<file path="src/rtl/timing_chk_pkg.sv">
// Shared types for the timing-check monitor: violation kinds and the
// priority rule used to report the most recent kind.
package timing_chk_pkg;

    typedef enum logic [1:0] {
        VK_NONE  = 2'd0,
        VK_SETUP = 2'd1,
        VK_HOLD  = 2'd2,
        VK_WIDTH = 2'd3
    } viol_kind_t;

    function automatic viol_kind_t prio_kind(input logic i_setup,
                                             input logic i_hold,
                                             input logic i_width);
        viol_kind_t k;
        if (i_setup) begin
            k = VK_SETUP;
        end else if (i_hold) begin
            k = VK_HOLD;
        end else if (i_width) begin
            k = VK_WIDTH;
        end else begin
            k = VK_NONE;
        end
        return k;
    endfunction

endpackage

</file>
<file path="src/rtl/tc_channel.sv">
// One monitored data bit: stable-age counter for the setup check and a
// countdown window that catches the first change after a reference edge.
module tc_channel #(
    parameter int SETUP_CYC = 3,
    parameter int HOLD_CYC  = 2
) (
    input  logic clk,
    input  logic rst,
    input  logic i_en,
    input  logic i_rise,
    input  logic i_data_bit,
    input  logic i_d_q_bit,
    output logic o_setup_hit,
    output logic o_hold_hit
);

    localparam int AGE_W = (SETUP_CYC < 1) ? 1 : $clog2(SETUP_CYC + 1);
    localparam int WIN_W = (HOLD_CYC < 1) ? 1 : $clog2(HOLD_CYC + 1);
    localparam logic [AGE_W-1:0] AGE_SAT  = AGE_W'(SETUP_CYC);
    localparam logic [WIN_W-1:0] WIN_INIT = WIN_W'(HOLD_CYC);

    logic [AGE_W-1:0] r_age;
    logic [AGE_W-1:0] w_age_nxt;
    logic [WIN_W-1:0] r_win;
    logic [WIN_W-1:0] w_win_nxt;
    logic             w_chg;

    // Age/window next state; a hit closes the window so later changes stay quiet.
    always_comb begin
        w_chg = i_data_bit ^ i_d_q_bit;
        if (w_chg) begin
            w_age_nxt = '0;
        end else if (r_age >= AGE_SAT) begin
            w_age_nxt = AGE_SAT;
        end else begin
            w_age_nxt = r_age + AGE_W'(1);
        end
        o_setup_hit = i_en & i_rise & (w_age_nxt < AGE_SAT);
        o_hold_hit  = i_en & w_chg & (r_win != '0);
        if (!i_en) begin
            w_win_nxt = '0;
        end else if (i_rise) begin
            w_win_nxt = WIN_INIT;
        end else if (o_hold_hit || (r_win == '0)) begin
            w_win_nxt = '0;
        end else begin
            w_win_nxt = r_win - WIN_W'(1);
        end
    end

    // Channel state registers; reset treats the bit as long stable.
    always_ff @(posedge clk) begin
        if (rst) begin
            r_age <= AGE_SAT;
            r_win <= '0;
        end else begin
            r_age <= w_age_nxt;
            r_win <= w_win_nxt;
        end
    end

endmodule

</file>
<file path="src/rtl/timing_check_monitor.sv">
// Cycle-based setup/hold/width monitor over a bank of data channels, with
// notifier, saturating violation counter and last-violation kind.
module timing_check_monitor
    import timing_chk_pkg::*;
#(
    parameter int CHANNELS  = 8,
    parameter int SETUP_CYC = 3,
    parameter int HOLD_CYC  = 2,
    parameter int WIDTH_MIN = 4,
    parameter int CNT_W     = 16
) (
    input  logic                clk,
    input  logic                rst,
    input  logic                en,
    input  logic                ref_in,
    input  logic [CHANNELS-1:0] data,
    output logic [CHANNELS-1:0] setup_viol,
    output logic [CHANNELS-1:0] hold_viol,
    output logic                width_viol,
    output logic                notifier,
    output logic [CNT_W-1:0]    viol_count,
    output logic [1:0]          last_kind
);

    localparam int H_W = (WIDTH_MIN < 1) ? 1 : $clog2(WIDTH_MIN + 1);
    localparam logic [H_W-1:0] H_SAT = H_W'(WIDTH_MIN);

    logic                r_ref_q;
    logic [CHANNELS-1:0] r_d_q;
    logic [H_W-1:0]      r_h;
    logic [H_W-1:0]      w_h_nxt;
    logic [CHANNELS-1:0] r_setup;
    logic [CHANNELS-1:0] r_hold;
    logic                r_width;
    logic                r_notifier;
    logic [CNT_W-1:0]    r_count;
    viol_kind_t          r_last_kind;

    logic                w_rise;
    logic                w_fall;
    logic [CHANNELS-1:0] w_setup_hit;
    logic [CHANNELS-1:0] w_hold_hit;
    logic                w_width_hit;
    logic                w_any;

    for (genvar g = 0; g < CHANNELS; g++) begin : g_ch
        tc_channel #(
            .SETUP_CYC (SETUP_CYC),
            .HOLD_CYC  (HOLD_CYC)
        ) u_ch (
            .clk         (clk),
            .rst         (rst),
            .i_en        (en),
            .i_rise      (w_rise),
            .i_data_bit  (data[g]),
            .i_d_q_bit   (r_d_q[g]),
            .o_setup_hit (w_setup_hit[g]),
            .o_hold_hit  (w_hold_hit[g])
        );
    end

    // Edge detect and high-phase length; the rising-edge cycle counts as the first high cycle.
    always_comb begin
        w_rise = ref_in & ~r_ref_q;
        w_fall = ~ref_in & r_ref_q;
        if (w_rise) begin
            w_h_nxt = (H_SAT != '0) ? H_W'(1) : '0;
        end else if (ref_in && (r_h < H_SAT)) begin
            w_h_nxt = r_h + H_W'(1);
        end else begin
            w_h_nxt = r_h;
        end
        w_width_hit = en & w_fall & (r_h < H_SAT);
        w_any       = (|w_setup_hit) | (|w_hold_hit) | w_width_hit;
    end

    // Registered flags, notifier, saturating counter and last kind.
    always_ff @(posedge clk) begin
        if (rst) begin
            r_ref_q     <= 1'b0;
            r_d_q       <= '0;
            r_h         <= '0;
            r_setup     <= '0;
            r_hold      <= '0;
            r_width     <= 1'b0;
            r_notifier  <= 1'b0;
            r_count     <= '0;
            r_last_kind <= VK_NONE;
        end else begin
            r_ref_q <= ref_in;
            r_d_q   <= data;
            r_h     <= w_h_nxt;
            r_setup <= w_setup_hit;
            r_hold  <= w_hold_hit;
            r_width <= w_width_hit;
            if (w_any) begin
                r_notifier  <= ~r_notifier;
                r_count     <= (r_count == '1) ? r_count : r_count + CNT_W'(1);
                r_last_kind <= prio_kind(|w_setup_hit, |w_hold_hit, w_width_hit);
            end else begin
                r_notifier  <= r_notifier;
                r_count     <= r_count;
                r_last_kind <= r_last_kind;
            end
        end
    end

    assign setup_viol = r_setup;
    assign hold_viol  = r_hold;
    assign width_viol = r_width;
    assign notifier   = r_notifier;
    assign viol_count = r_count;
    assign last_kind  = r_last_kind;

endmodule
</file>
<file path="config.mk">
export PLATFORM = sky130hd
export DESIGN_NAME = timing_check_monitor
export DESIGN_NICKNAME = d
export VERILOG_FILES = /design/src/rtl/timing_chk_pkg.sv /design/src/rtl/tc_channel.sv /design/src/rtl/timing_check_monitor.sv
export SDC_FILE = /design/constraint.sdc
export NUM_CORES = 1
export LEC_CHECK = 0
export ABC_AREA = 1
export CAP_MARGIN = 20
export CORE_UTILIZATION = 49
export DETAILED_ROUTE_END_ITERATION = 10
export HOLD_SLACK_MARGIN = 0.03
export PLACE_DENSITY = 0.75
export REMOVE_ABC_BUFFERS = 1
export SKIP_CTS_REPAIR_TIMING = 1
export SLEW_MARGIN = 40
export SYNTH_ARGS = -nofsm -noshare
export SYNTH_HDL_FRONTEND = slang
export SYNTH_SLANG_ARGS = --single-unit
</file>
<file path="constraint.sdc">
create_clock -name clk -period 1.85 [get_ports clk]
set_clock_uncertainty 0.2 [all_clocks]
set_input_delay 0.37 -clock clk [delete_from_list [all_inputs] [get_ports clk]]
set_output_delay 0.37 -clock clk [all_outputs]
set_load 0.05 [all_outputs]
</file>
======== Word-level counts from Yosys, hierarchy flattened ========
Index checks and enable logic that the tools add are counted.
word-level totals
  input bits .............................. 12
  output and inout bits ................... 36
  flip-flop bits (word level) ............. 80
operators by class
  reduce and logical (&&, ||, !) cells .... 39
  bitwise operators ....................... 44
  add/sub/neg operators ................... 18
  equal/unequal tests ..................... 1
  multiplexer cells ....................... 37
  magnitude comparators ................... 17
operator list
  cell                     count
  $mux W2                  35
  $reduce_or A4 Y1         8
  $and A1 B1 Y1            29
  $reduce_bool A2 Y1       9
  $add A16 B1 Y16 const B  1
  $add A2 B1 Y2 const B    8
  $eq A16 B16 Y1 const B   1
  $ge A2 B2 Y1 const B     8
  $logic_not A2 Y1         8
  $lt A2 B2 Y1 const B     8
  $reduce_or A8 Y1         2
  $sub A2 B1 Y2 const B    8
  $logic_or A1 B1 Y1       8
  $xor A1 B1 Y1            8
  $not A1 Y1               5
  $reduce_or A2 Y1         2
  $add A3 B1 Y3 const B    1
  $lt A3 B3 Y1 const B     1
  $mux W1                  2
  $or A1 B1 Y1             2
  $reduce_and A2 Y1        1
  $logic_and A1 B1 Y1      1

======== Logic depth before layout (Yosys ltp) ========
  word-level depth ........................ 9
  gate-level depth with buffers ........... 12
  gate-level depth less buffers ........... 12

======== Cells and area by module ========
Synthesis repeated with hierarchy kept, for this count alone.
unflattened totals
  cell total of the unflattened synthesis .. 530
  area, all modules ....................... 3671.0 um2
by module, submodules not included
  module                instances  sequential area each (um2)  area each (um2)  cells each
  timing_check_monitor  1          960.9                       1989.4           274
  tc_channel            8          80.1                        210.2            32

======== Worst setup path before layout ========
OpenSTA, ideal clock, no wires.
  path type ............................... flip-flop to flip-flop
  start point ............................. reg r_count[0] (netlist: viol_count[0])
  end point ............................... reg r_count[11] (netlist: viol_count[11])
  slack ................................... -0.383 ns
  arrival ................................. 1.963 ns
  setup time .............................. 0.070 ns
  stages on the path, launching flop included .. 9
  period minus slack after synthesis ...... 2.233 ns
  required time ........................... 1.580 ns
  cell sequence ........................... dfxtp_1 -> ha_1 -> nand2_2 -> nor3_2 -> nand4_1 -> o21ai_4 -> buf_6 -> nand2_1 -> a21oi_2
on the way
  longest elaborated chain between the ends .. 3
  elaborated cells between the ends (all ways) .. 4
  those cells by class .................... add/sub (1); eq/ne (1); bitwise (1); reduce/logical (1)
ends and longest elaborated chain
  element                                                                  line                         text
  start, declared                                                          timing_check_monitor.sv:36   logic [CNT_W-1:0] r_count;
  start signal, assigned                                                   timing_check_monitor.sv:98   r_count <= (r_count == '1) ? r_count : r_count + CNT_W'(1);
  start signal, assigned                                                   timing_check_monitor.sv:102  r_count <= r_count;
  parallel branches: the longest is 3 deep, another holds $add A16 B1 Y16  -
Parallel ways; which one is timed is not known.
A chain may end at the register's enable or synchronous reset.

======== Final worst setup path ========
  start point ............................. reg g_ch[3].u_ch.r_win[1]
  end point ............................... reg r_count[13] (netlist: viol_count[13])
on the way
  longest elaborated chain between the ends .. 6
ends and longest elaborated chain
  element                      line                        text
  start, declared              tc_channel.sv:24            logic [WIN_W-1:0] r_win;
  start signal, assigned       tc_channel.sv:58            r_win <= w_win_nxt;
  $reduce_bool A2 Y1           tc_channel.sv:39            o_hold_hit = i_en & w_chg & (r_win != '0);
  $and A1 B1 Y1                tc_channel.sv:39
  $reduce_or A8 Y1             timing_check_monitor.sv:74  w_any = (|w_setup_hit) | (|w_hold_hit) | w_width_hit;
  $or A1 B1 Y1 (2 in a row)    timing_check_monitor.sv:74
  $reduce_and A2 Y1 (no line)  -
No other way between the ends.

==> key figures <==
Floorplan
  • Initial Util: 51.8%
  • Die ar.: approximately 7700 sq um
  • Die Wd: about 88 um
  • Core area: just under 7000 sq um
  • # IOs: 48
  • Core Rows: 30
  • Chip height: between 80 and 90 um

Clock tree
  • Clock sinks: 80
  • Clock Path Buffers: 2
  • CTS tree: done
  • CTS H-tree depth: 3
  • CTS Buf Count: 9
  • Root Buffer: clkbuf_8
  • Clock Latency Late Sink: 0.36 ns
  • Reg clk slew, reported paths: ~0.09 ns

STA
  • Max-slew violation count: 0
  • Final Hold Viols: 0
  • Setup repair after global routing missed its margin: true
  • Final critical-path share of the clock period: 102%
  • Worst-Margin Slew: 0.415 ns
  • Setup TNS: -0.161 ns
  • Setup WS post-layout: -0.0285 ns
  • Final setup viols: 9
  • Hold slack: ~0.17 ns
  • Worst slew margin: slightly above 70%
  • Max Freq: around 0.53 GHz
  • Fin crit period: approximately 1.9 ns

Status
  • Status: finished with violations
  • Violated checks: setup timing

Global route
  • Largest net degree at the start of global routing: 31
  • GR Overflow Total: 0
  • Vias in the first global route: between 3000 and 4000
  • Global Route Usage Sum: between 20% and 30%
  • Global-route wire length before repair: around 13000 um
  • Initial antenna violation count: 0

Worst setup path
  • Critical path class: flop to flop
  • CP top delay family: simple AND/OR/NAND/NOR gates
  • Critical path data required time: 1.95 ns
  • Top cell by count, worst path: inv_2
  • Worst EP arrival: approximately 2.0 ns
  • Worst setup EP type: flop
  • Crit-path slowest cell: dfxtp_2
  • CP startpoint kind: flop
  • Worst path buffer plus inverter count: 3
  • CP cell instances: inv_2 -> ha_4 -> inv_2 -> nand4_1 -> nand2_2 -> nor2_4 -> nand3_4 -> o21ai_4 -> clkbuf_16 -> nand2_1 -> a21oi_2
  • Crit Path Max Fanout: 7
  • Worst Reg-to-Reg Cells: 11
  • Number of cells on the critical path: 11
  • Worst stage delay on the critical path: 0.32 ns

Power
  • Leak: 2.37 nW
  • Maximum vdd drop: a little under 800 uV
  • Pwr dens: ~760 nW/um^2

Synth
  • Post-Syn Instances: between 400 and 500
  • Synth unique cells: 30
  • Synthesized area: between 3000 and 4000 sq um
  • Syn Area/Cell: approximately 7.9 sq um
  • Yosys synthesis warning count: 0
  • Register area share after synthesis: 44.5%
  • Yosys reg bits: 80
  • Synth top area cells: dfxtp_1 (45%), nand2_1 (9.6%), nor2_1 (6.2%)
  • Top cell type's share of synthesized area: roughly 45%
  • Cell taking the most area after synthesis: dfxtp_1

Route
  • DR vias/cell: roughly 5.0
  • WL final: 8700 um
  • Number of DRC markers in iteration 0: 152
  • DRC Markers: 0
  • Via count: between 3000 and 4000
  • TritonRoute pass-1 iters: 4
  • Average wire per standard cell: between 10 and 15 um
  • DRT antenna net count: 0

Place
  • Routability congestion estimate: between 0.8 and 0.9
  • Post-Place Worst Slack: -0.604 ns
  • # port buffers: 47
  • Placement Cell Area: 4740 sq um
  • DP Wirelength: about 6000 um

Final layout
  • Layout cells sized above 1: a little over two fifths
  • Final nets: about 600
  • Area growth, synth to finish: 45.6%
  • Fill cells: approximately 500
  • N_diodes: 0
  • Post-route cell area: 5240 sq um

Worst hold path
  • Type of the worst min-delay path: primary input to flop
  • Cell count of the worst hold path: 4

Job
  • MaxCap Viol Count: 0
-- per-stage QoR --
step                util (%)  std cells  power (mW)
floorplan                  -        440        2.27
global placement        68.3        649        2.59
detailed placement      68.3        649        2.61
CTS                     71.1        665        3.89
global route            75.4        672        4.13
finish                  75.4        672        3.96
-- power breakdown --
| part | total (mW) | switching, mW | leakage, nW | internal (mW) |
|---|---|---|---|---|
| combinational | 0.812 | 0.462 | 1.62 | 0.350 |
| sequential | 1.85 | 0.0506 | 0.661 | 1.80 |
| clock | 1.29 | 0.663 | 0.0887 | 0.628 |
-- final timing paths --
kind / start / end / slack [ns]
max: g_ch[3].u_ch.r_win[1] / viol_count[13] / -0.03
min: data[7] / r_d_q[7] / 0.17
min reg2reg: g_ch[7].u_ch.r_win[0] / g_ch[7].u_ch.r_win[0] / 0.21
max reg2reg: g_ch[3].u_ch.r_win[1] / viol_count[13] / -0.03
-- synthesized netlist by cell type --
cell type / number
nor3_1: 3
buf_4: 1
nor3_2: 1
nand3_1: 21
nand2_2: 11
o21ai_0: 11
nand2_4: 3
or2_2: 8
a21oi_2: 10
a21oi_1: 15
xnor2_1: 6
inv_4: 1
nor3b_1: 1
nand4_1: 7
ha_1: 10
nor2_4: 3
o211ai_1: 9
nand3_2: 13
inv_1: 52
clkbuf_1: 9
nor4_1: 8
inv_2: 5
buf_6: 4
dfxtp_1: 80
xor2_1: 8
nor2_8: 1
nor2_2: 1
nand2_1: 92
o21ai_4: 1
nor2_1: 59
-- metal layers --
metal | vias to the layer above | global-route usage [%] | part of all wire (%)
met5 | - | 0 | 0
met4 | 0 | 9.69 | 1.8
met3 | 14 | 4.15 | 3.2
met2 | 58 | 40.8 | 51
met1 | 1585 | 26.7 | 44
li1 | 1678 | - | -
-- final cells by class --
class	count	area [sq um]	area share (%)
multi-input cells	303	1870	35.7
flip-flops and latches	80	1620	30.9
repair buffers	119	1210	23.2
inverters	58	220	4.20
clock buffers	10	128	2.44
well taps	96	120	2.29
clock inverters	6	70.1	1.34
-- flip-flops by register name (all words and copies together) (netlist names), 2 cells and up --
name / flops
g_ch.u_ch.r_age: 16
g_ch.u_ch.r_win: 16
viol_count: 16
hold_viol: 8
r_d_q: 8
setup_viol: 8
r_h: 3
last_kind: 2
-- cell usage in the layout, fill, tap and decap left out, types with 4 or more instances in the layout --
master	synthesis	layout
a21oi_1	15	14
a21oi_2	10	11
buf_12	0	19
buf_4	1	87
clkbuf_8	0	9
dfxtp_1	80	68
dfxtp_2	0	12
dlymetal6s2s_1	0	10
ha_1	10	5
inv_1	52	36
inv_2	5	21
nand2_1	92	75
nand2_2	11	25
nand2_4	3	7
nand3_1	21	13
nand3_2	13	19
nand4_1	7	7
nor2_1	59	55
nor2_2	1	4
nor2_4	3	4
nor4_1	8	8
o211ai_1	9	9
o21ai_0	11	11
or2_2	8	8
xnor2_1	6	6
xor2_1	8	8
-- cells by family (layout without fill, tap and decap cells) --
family          after synthesis  in the layout  share of synthesized area, %
simple gates                232            233                          31.7
flops                        80             80                          44.5
buf+inv                      72            193                          8.52
compound gates               46             46                          8.38
xor+xnor                     14             14                          3.41
fa+ha+maj                    10             10                          3.48
-- tightest hold or removal path, stage by stage --
cell and delay [ns]:
dlymetal6s2s_1 0.13, inv_1 0.07, buf_4 0.10, nor2_1 0.03
Note: power is estimated with default switching activity, not from simulation.
